<file path="src/rtl/comm_packet_buffer.sv">
// comm_packet_buffer
// Assembles the flagged bit stream from comm_receiver into bytes, stages each packet in a byte
// RAM and commits it only when decoding ends cleanly. Failed, runt, misaligned or overflowing
// packets are rolled back. Committed payloads (trailer stripped) stream out on valid/ready.
//
// Ports:
//   inclk, reset           clock and synchronous active-high reset
//   new_bit_clk, new_bit   data bit strobe (rising edge) and bit value, LSB first
//   decoding               high while a frame is being decoded; falling edge ends a packet
//   start_byte_detected    rising edge (with decoding high) starts a packet
//   decoding_failed        failure flag, valid on the cycle decoding is first seen low
//   m_data/m_valid/m_last  payload byte stream; m_last marks the final byte of a packet
//   m_ready                consumer accept
//   overflow               one-cycle pulse when a packet is dropped for lack of RAM space
//   pkt_ok_cnt             committed packets, saturating
//   pkt_drop_cnt           dropped packets, saturating
//   busy                   write side not idle
module comm_packet_buffer #(
  parameter int unsigned ADDR_W        = 8,
  parameter int unsigned LEN_FIFO_W    = 2,
  parameter int unsigned TRAILER_BYTES = 5
) (
  input  logic        inclk,
  input  logic        reset,
  input  logic        new_bit_clk,
  input  logic        new_bit,
  input  logic        decoding,
  input  logic        start_byte_detected,
  input  logic        decoding_failed,
  output logic [7:0]  m_data,
  output logic        m_valid,
  output logic        m_last,
  input  logic        m_ready,
  output logic        overflow,
  output logic [15:0] pkt_ok_cnt,
  output logic [15:0] pkt_drop_cnt,
  output logic        busy
);

  typedef logic [ADDR_W:0]     ptr_t;
  typedef logic [ADDR_W-1:0]   addr_t;
  typedef logic [LEN_FIFO_W:0] lptr_t;

  localparam int unsigned Depth    = 2 ** ADDR_W;
  localparam int unsigned LenDepth = 2 ** LEN_FIFO_W;
  localparam ptr_t  DepthV    = {1'b1, {ADDR_W{1'b0}}};
  localparam lptr_t LenDepthV = {1'b1, {LEN_FIFO_W{1'b0}}};
  localparam ptr_t  TrailerV  = ptr_t'(TRAILER_BYTES);

  typedef enum logic [1:0] {StIdle, StCollect, StCommit, StDiscard} state_e;

  state_e      state_q, state_d;
  logic        nbc_q, dec_q, start_q;
  logic [6:0]  shreg_q, shreg_d;
  logic [2:0]  bitcnt_q, bitcnt_d;
  ptr_t        pkt_bytes_q, pkt_bytes_d;
  logic        ovf_flag_q, ovf_flag_d;
  ptr_t        wr_ptr_q, wr_ptr_d;
  ptr_t        commit_ptr_q, commit_ptr_d;
  ptr_t        rd_ptr_q;
  logic [15:0] ok_cnt_q, drop_cnt_q;
  lptr_t       len_wp_q, len_rp_q;
  ptr_t        remaining_q;
  logic        m_valid_q;
  logic [7:0]  m_data_q;

  logic [7:0] mem [Depth];
  ptr_t       len_mem [LenDepth];

  logic       bit_rise, dec_fall, start_rise;
  logic [7:0] byte_asm;
  ptr_t       used, commit_len, commit_target, len_head;
  lptr_t      len_count;
  logic       len_full, len_empty;
  logic       mem_we, len_push, ok_inc, drop_inc;
  logic       fire, last_fire, load;
  addr_t      rd_addr;

  assign bit_rise   = new_bit_clk & ~nbc_q;
  assign dec_fall   = ~decoding & dec_q;
  assign start_rise = start_byte_detected & ~start_q;

  assign byte_asm      = {new_bit, shreg_q};
  assign used          = wr_ptr_q - rd_ptr_q;
  assign len_count     = len_wp_q - len_rp_q;
  assign len_full      = (len_count == LenDepthV);
  assign len_empty     = (len_count == '0);
  assign commit_len    = pkt_bytes_q - TrailerV;
  assign commit_target = commit_ptr_q + commit_len;

  // Write-side FSM: next state and datapath updates.
  always_comb begin
    state_d      = state_q;
    shreg_d      = shreg_q;
    bitcnt_d     = bitcnt_q;
    pkt_bytes_d  = pkt_bytes_q;
    ovf_flag_d   = ovf_flag_q;
    wr_ptr_d     = wr_ptr_q;
    commit_ptr_d = commit_ptr_q;
    mem_we       = 1'b0;
    len_push     = 1'b0;
    ok_inc       = 1'b0;
    drop_inc     = 1'b0;
    unique case (state_q)
      StIdle: begin
        if (start_rise && decoding) begin
          state_d     = StCollect;
          bitcnt_d    = '0;
          pkt_bytes_d = '0;
          ovf_flag_d  = 1'b0;
          wr_ptr_d    = commit_ptr_q;
        end
      end
      StCollect: begin
        if (bit_rise) begin
          shreg_d  = byte_asm[7:1];
          bitcnt_d = bitcnt_q + 3'd1;
          if (bitcnt_q == 3'd7) begin
            if (used < DepthV) begin
              mem_we   = 1'b1;
              wr_ptr_d = wr_ptr_q + ptr_t'(1);
              if (pkt_bytes_q != '1) pkt_bytes_d = pkt_bytes_q + ptr_t'(1);
            end else begin
              ovf_flag_d = 1'b1;
            end
          end
        end
        // Decision uses the post-capture values so a same-cycle bit is counted.
        if (dec_fall) begin
          if (!decoding_failed && !ovf_flag_d && (bitcnt_d == 3'd0) &&
              (pkt_bytes_d > TrailerV) && !len_full) begin
            state_d = StCommit;
          end else begin
            state_d = StDiscard;
          end
        end
      end
      StCommit: begin
        len_push     = 1'b1;
        ok_inc       = 1'b1;
        // Trailer bytes are abandoned: the next packet overwrites them.
        commit_ptr_d = commit_target;
        wr_ptr_d     = commit_target;
        state_d      = StIdle;
      end
      StDiscard: begin
        drop_inc = 1'b1;
        wr_ptr_d = commit_ptr_q;
        state_d  = StIdle;
      end
      default: state_d = StIdle;
    endcase
  end

  always_ff @(posedge inclk) begin
    if (reset) begin
      state_q      <= StIdle;
      nbc_q        <= 1'b0;
      dec_q        <= 1'b0;
      start_q      <= 1'b1;  // ignore a packet already in flight at reset release
      shreg_q      <= '0;
      bitcnt_q     <= '0;
      pkt_bytes_q  <= '0;
      ovf_flag_q   <= 1'b0;
      wr_ptr_q     <= '0;
      commit_ptr_q <= '0;
      ok_cnt_q     <= '0;
      drop_cnt_q   <= '0;
      len_wp_q     <= '0;
    end else begin
      state_q      <= state_d;
      nbc_q        <= new_bit_clk;
      dec_q        <= decoding;
      start_q      <= start_byte_detected;
      shreg_q      <= shreg_d;
      bitcnt_q     <= bitcnt_d;
      pkt_bytes_q  <= pkt_bytes_d;
      ovf_flag_q   <= ovf_flag_d;
      wr_ptr_q     <= wr_ptr_d;
      commit_ptr_q <= commit_ptr_d;
      if (ok_inc && (ok_cnt_q != 16'hFFFF)) ok_cnt_q <= ok_cnt_q + 16'd1;
      if (drop_inc && (drop_cnt_q != 16'hFFFF)) drop_cnt_q <= drop_cnt_q + 16'd1;
      if (len_push) len_wp_q <= len_wp_q + lptr_t'(1);
    end
  end

  // Storage arrays carry no reset; pointers define what is valid.
  always_ff @(posedge inclk) begin
    if (mem_we) mem[wr_ptr_q[ADDR_W-1:0]] <= byte_asm;
    if (len_push) len_mem[len_wp_q[LEN_FIFO_W-1:0]] <= commit_len;
  end

  // Read side. rd_ptr addresses the byte on m_data while m_valid is high, otherwise the next
  // byte to fetch. m_data is the registered RAM read; its address looks one byte ahead on a
  // handshake so back-to-back transfers need no bubble.
  assign fire      = m_valid_q & m_ready;
  assign last_fire = fire & (remaining_q == ptr_t'(1));
  assign load      = (~m_valid_q | last_fire) & ~len_empty;
  assign rd_addr   = fire ? rd_ptr_q[ADDR_W-1:0] + addr_t'(1) : rd_ptr_q[ADDR_W-1:0];
  assign len_head  = len_mem[len_rp_q[LEN_FIFO_W-1:0]];

  always_ff @(posedge inclk) begin
    if (reset) begin
      rd_ptr_q    <= '0;
      len_rp_q    <= '0;
      remaining_q <= '0;
      m_valid_q   <= 1'b0;
      m_data_q    <= '0;
    end else begin
      if (fire) rd_ptr_q <= rd_ptr_q + ptr_t'(1);
      if (load) begin
        len_rp_q    <= len_rp_q + lptr_t'(1);
        remaining_q <= len_head;
        m_valid_q   <= 1'b1;
        m_data_q    <= mem[rd_addr];
      end else if (fire) begin
        remaining_q <= remaining_q - ptr_t'(1);
        if (last_fire) m_valid_q <= 1'b0;
        else           m_data_q  <= mem[rd_addr];
      end
    end
  end

  assign m_data       = m_data_q;
  assign m_valid      = m_valid_q;
  assign m_last       = m_valid_q & (remaining_q == ptr_t'(1));
  assign overflow     = (state_q == StDiscard) & ovf_flag_q;
  assign pkt_ok_cnt   = ok_cnt_q;
  assign pkt_drop_cnt = drop_cnt_q;
  assign busy         = (state_q != StIdle);

endmodule

</file>
<file path="config.mk">
export PLATFORM = sky130hd
export DESIGN_NAME = comm_packet_buffer
export DESIGN_NICKNAME = d
export VERILOG_FILES = /design/src/rtl/comm_packet_buffer.sv
export SDC_FILE = /design/constraint.sdc
export NUM_CORES = 2
export LEC_CHECK = 0
export CAP_MARGIN = 0
export CORE_UTILIZATION = 57
export CTS_CLUSTER_DIAMETER = 50
export DETAILED_ROUTE_END_ITERATION = 12
export DONT_BUFFER_PORTS = 1
export GPL_ROUTABILITY_DRIVEN = 0
export PLACE_DENSITY_LB_ADDON = 0.2
export SLEW_MARGIN = 10
export SYNTH_ARGS = -nofsm -noshare
export SYNTH_HDL_FRONTEND = slang
export SYNTH_SLANG_ARGS = --single-unit
</file>
<file path="constraint.sdc">
create_clock -name inclk -period 4.4 [get_ports inclk]
set_clock_uncertainty 0.2 [all_clocks]
set_input_delay 0.44 -clock inclk [delete_from_list [all_inputs] [get_ports inclk]]
set_output_delay 0.44 -clock inclk [all_outputs]
set_load 0.01 [all_outputs]
</file>
==> summary.md <==
| Metric | Value |
|---|---|
| DP Worst Slack | `around 0.029 ns` |
| CP startpoint | `rd_ptr_q[1]$_SDFFE_PP0P_` |
| Worst path slowest cell | `nor2_1` |
| Initial DRC Count | `approximately 7300` |
| Post-Syn Instances | `6160` |
| Wirelength per Cell | `28.0 um` |
| Area growth, synth to finish | `12.6%` |
| Grt ovf | `0` |
| Final wirelength | `approximately 240000 um` |
| Post-synth top area share | `70.5%` |
| FP Rows | `around 140` |
| Area leader, netlist | `edfxtp_1` |
| Worst flop-to-flop path startpoint | `rd_ptr_q[1]$_SDFFE_PP0P_` |
| Fin. Hold Viols | `0` |
| Largest net degree at the start of global routing | `approximately 260` |
| PD cells | `slightly below 500 mW/mm^2` |
| Setup ws final | `-0.0294 ns` |
| CTS buffer count | `about 220` |
| CTS clk-pin slew, worst paths | `0.06 ns` |
| Mapped Avg Cell Area | `approximately 14 um^2` |
| CP Max Fanout | `16` |
| Fraction of registers with async set or reset after synthesis | `0%` |
| Die Wd | `397 um` |
| Worst slew pin tran | `1.26 ns` |
| Dpl hpwl | `150000 um` |
| Global-route usage over all layers | `30.6%` |
| Most used flip-flop cell after synthesis | `edfxtp_1` |
| Max-slew headroom | `between 10% and 20%` |
| Final Max Tran Viols | `0` |
| CP Capture Point | `mem[232][5]$_DFFE_PP_` |
| Worst Setup End Kind | `register` |
| Max Clk Rate | `0.226 GHz` |
| IO Port Bufs | `0` |
| Vias | `~55000` |
| Most frequent cells after synthesis | `2084 x edfxtp_1, 1266 x nand2_1, 365 x nor2_1` |
| Crit path max-delay family | `simple AND/OR/NAND/NOR gates` |
| Register area share after synthesis | `~73%` |
| Clk Latency, worst-skew pair | `around 0.85 ns` |
| Clock sink count | `about 2200` |
| CTS tree | `yes` |
| Final nets | `6398` |
| DR pass1 iterations | `6` |
| Initial Util | `between 50 and 60%` |
| Antenna-violating nets left | `0` |
| Die height | `between 300 and 400 um` |
| Most frequent cell after synthesis | `edfxtp_1` |
| Minimum clock period | `roughly 4.4 ns` |
| Critical Path Stages | `12` |
| Top cells by area, synth | `edfxtp_1 70%, nand2_1 5.4%, mux4_2 2.9%` |
| H-tree levels | `4` |
| Setup_tns | `-0.0294 ns` |
| Arrival @ worst endpoint | `around 4.7 ns` |
| Synthesized flop and latch total | `between 2000 and 2500` |
| Root buf cell | `clkbuf_16` |
| Maximum vdd ir drop | `0.405 mV` |
| Status | `finished, violations left` |
| Vias in the first global route | `around 52000` |
| Failing checks | `negative setup slack` |
| P_leak | `roughly 35 nW` |
| Clock Tree Buf Depth | `3` |
| Global-route wire length before repair | `352000 um` |
| Worst setup path class | `register to register` |
| YS warnings | `0` |
| Number of antenna violations at the first check in global routing | `8` |
| Reg2reg end | `mem[232][5]$_DFFE_PP_` |
| Crit path top cell by count | `buf_4` |
| DRC Markers | `0` |
| Unrepaired setup endpoints after global routing | `yes` |
| Worst setup SP type | `register` |
| Final core utilization | `roughly two thirds` |
| Number of flops mapped to enable cells by yosys | `between 2000 and 2500` |
| CP peak stage delay | `around 0.80 ns` |
| Core area | `about 0.15 mm^2` |
| Drt via density | `between 6 and 7` |
| Worst path required time | `between 4 and 5 ns` |
| Final Cycle Share | `101%` |
| Die ar. | `between 0.15 and 0.2 mm^2` |
| R2R setup slack | `-0.03 ns` |
| HP Class | `primary input to register` |
| Synthesized cell area | `~0.089 mm^2` |
| Num ports | `52` |
| Syn_nets | `6208` |
| Reg2reg path depth | `12` |
| Buf/Inv on CP | `4` |
| Cell Chain, Critical Path | `buf_4, inv_1, ha_1, a21o_1, a211oi_1, o31a_1, xnor2_1, buf_4, nor4_1, buf_4, nand2_1, nor2_1` |
| Layout cells sized above 1 | `between 10% and 20%` |
| Setup-failing EPs final | `1` |
| Max cap viols | `0` |
| Synth cell types | `87` |
## placed cells by master, fill, tap and decap left out, types with 23 or more instances in the layout
cell / instances
mux2i_1: 254
buf_4: 310
clkbuf_1: 42
nand4_1: 34
o221ai_1: 23
clkinv_2: 45
or3_1: 24
a211oi_1: 95
a21oi_1: 109
clkbuf_16: 219
dfxtp_1: 103
o211ai_1: 23
xor2_1: 29
edfxtp_1: 2084
nor3_1: 45
a32oi_1: 85
ha_1: 39
xnor2_1: 37
a311oi_1: 90
nand2_1: 1263
a31oi_1: 127
clkinv_1: 45
nor2_1: 359
nand3_1: 238
inv_1: 35
o21ai_0: 86
mux4_2: 114
buf_12: 55
and3_1: 176
## registers in the layout (all words and copies together) (netlist names), 8 cells and up, named ones only
name	cells
pkt_bytes_q	9
mem	2048
pkt_ok_cnt	16
commit_ptr_q	9
pkt_drop_cnt	16
m_data	8
rd_ptr_q	9
len_mem	36
wr_ptr_q	9
remaining_q	9
## how the worst min path moves through the flow
stage | start | slack (ns) | cells after the start | to
after global routing | start_byte_detected | 0.08 | 2 | start_q$_SDFF_PP1_
after detailed placement | commit_ptr_q[4]$_SDFFE_PP0P_ | 0.28 | 2 | commit_ptr_q[4]$_SDFFE_PP0P_
final | start_byte_detected | 0.08 | 2 | start_q$_SDFF_PP1_
after CTS | start_byte_detected | 0.03 | 2 | start_q$_SDFF_PP1_
after floorplan | commit_ptr_q[0]$_SDFFE_PP0P_ | 0.26 | 2 | commit_ptr_q[0]$_SDFFE_PP0P_
after global placement | ovf_flag_q$_SDFFE_PP0P_ | 0.27 | 2 | ovf_flag_q$_SDFFE_PP0P_
## routing by layer
metal	wire, um	vias up	global-route usage (%)
met2	113000	3021	47.9
met5	13	-	0
met3	26300	523	7.22
met1	91300	27300	41.8
li1	-	23800	-
met4	9840	2	12.0
## stage by stage
stage	power (mW)	area (um^2)	cells	hold WS (ns)
2_1_floorplan	28.7	88800	6160	0.262
3_3_place_gp	31.1	92700	8157	0.270
3_5_place_dp	31.2	92700	8157	0.278
4_1_cts	49.1	99800	8570	0.0275
5_1_grt	50.5	99900	8579	0.0795
6_report	49.1	100000	8583	0.0816
## logic make-up (layout without fill, tap and decap cells)
logic type      after synthesis  count (layout)  synth area share, %
fa+ha+maj                    40              40                0.572
simple gates               2248            2249                 11.0
compound gates              799             799                 6.49
buf+inv                     441             815                 2.54
flops                      2194            2194                 73.0
xor+xnor                     69              69                0.706
other cells                   0               4                    0
mux                         369             369                 5.77
## worst register-to-register path, cell delays in order, from the launching register on
cell      delay [ns]
dfxtp_1         0.34
buf_4           0.18
inv_1           0.06
ha_1            0.27
a21o_1          0.16
a211oi_1        0.25
o31a_1          0.20
xnor2_1         0.10
buf_4           0.18
nor4_1          0.58
buf_4           0.26
nand2_1         0.46
nor2_1          0.80
## where the power goes
| part | internal (mW) | total, mW | switching [mW] |
|---|---|---|---|
| registers | 22.7 | 22.9 | 0.193 |
| clock network | 10.1 | 18.1 | 8.00 |
| logic | 2.93 | 8.13 | 5.19 |
| total | 35.7 | 49.1 | 13.4 |
## final cells by class
class / instances / area (um^2)
Sequential cell: 2194 / 64800
Clock buffer: 265 / 5690
Tap cell: 2044 / 2560
Fill cell: 10900 / 54500
Inverter: 35 / 131
Timing Repair Buffer: 377 / 3600
Antenna cell: 4 / 10.0
Clock inverter: 138 / 1260
Multi-Input combinational cell: 3526 / 21900
## repair_timing
action / in CTS / in global routing
endpoints found under the setup margin: 2 / 118
hold endpoints to repair: 365 / 95
pin swaps: 0 / 3
setup buffers: 0 / 6
hold buffers: 10 / 1
resized for setup: 2 / 3
cloned: 0 / 1
(Power assumes the default switching activity.)
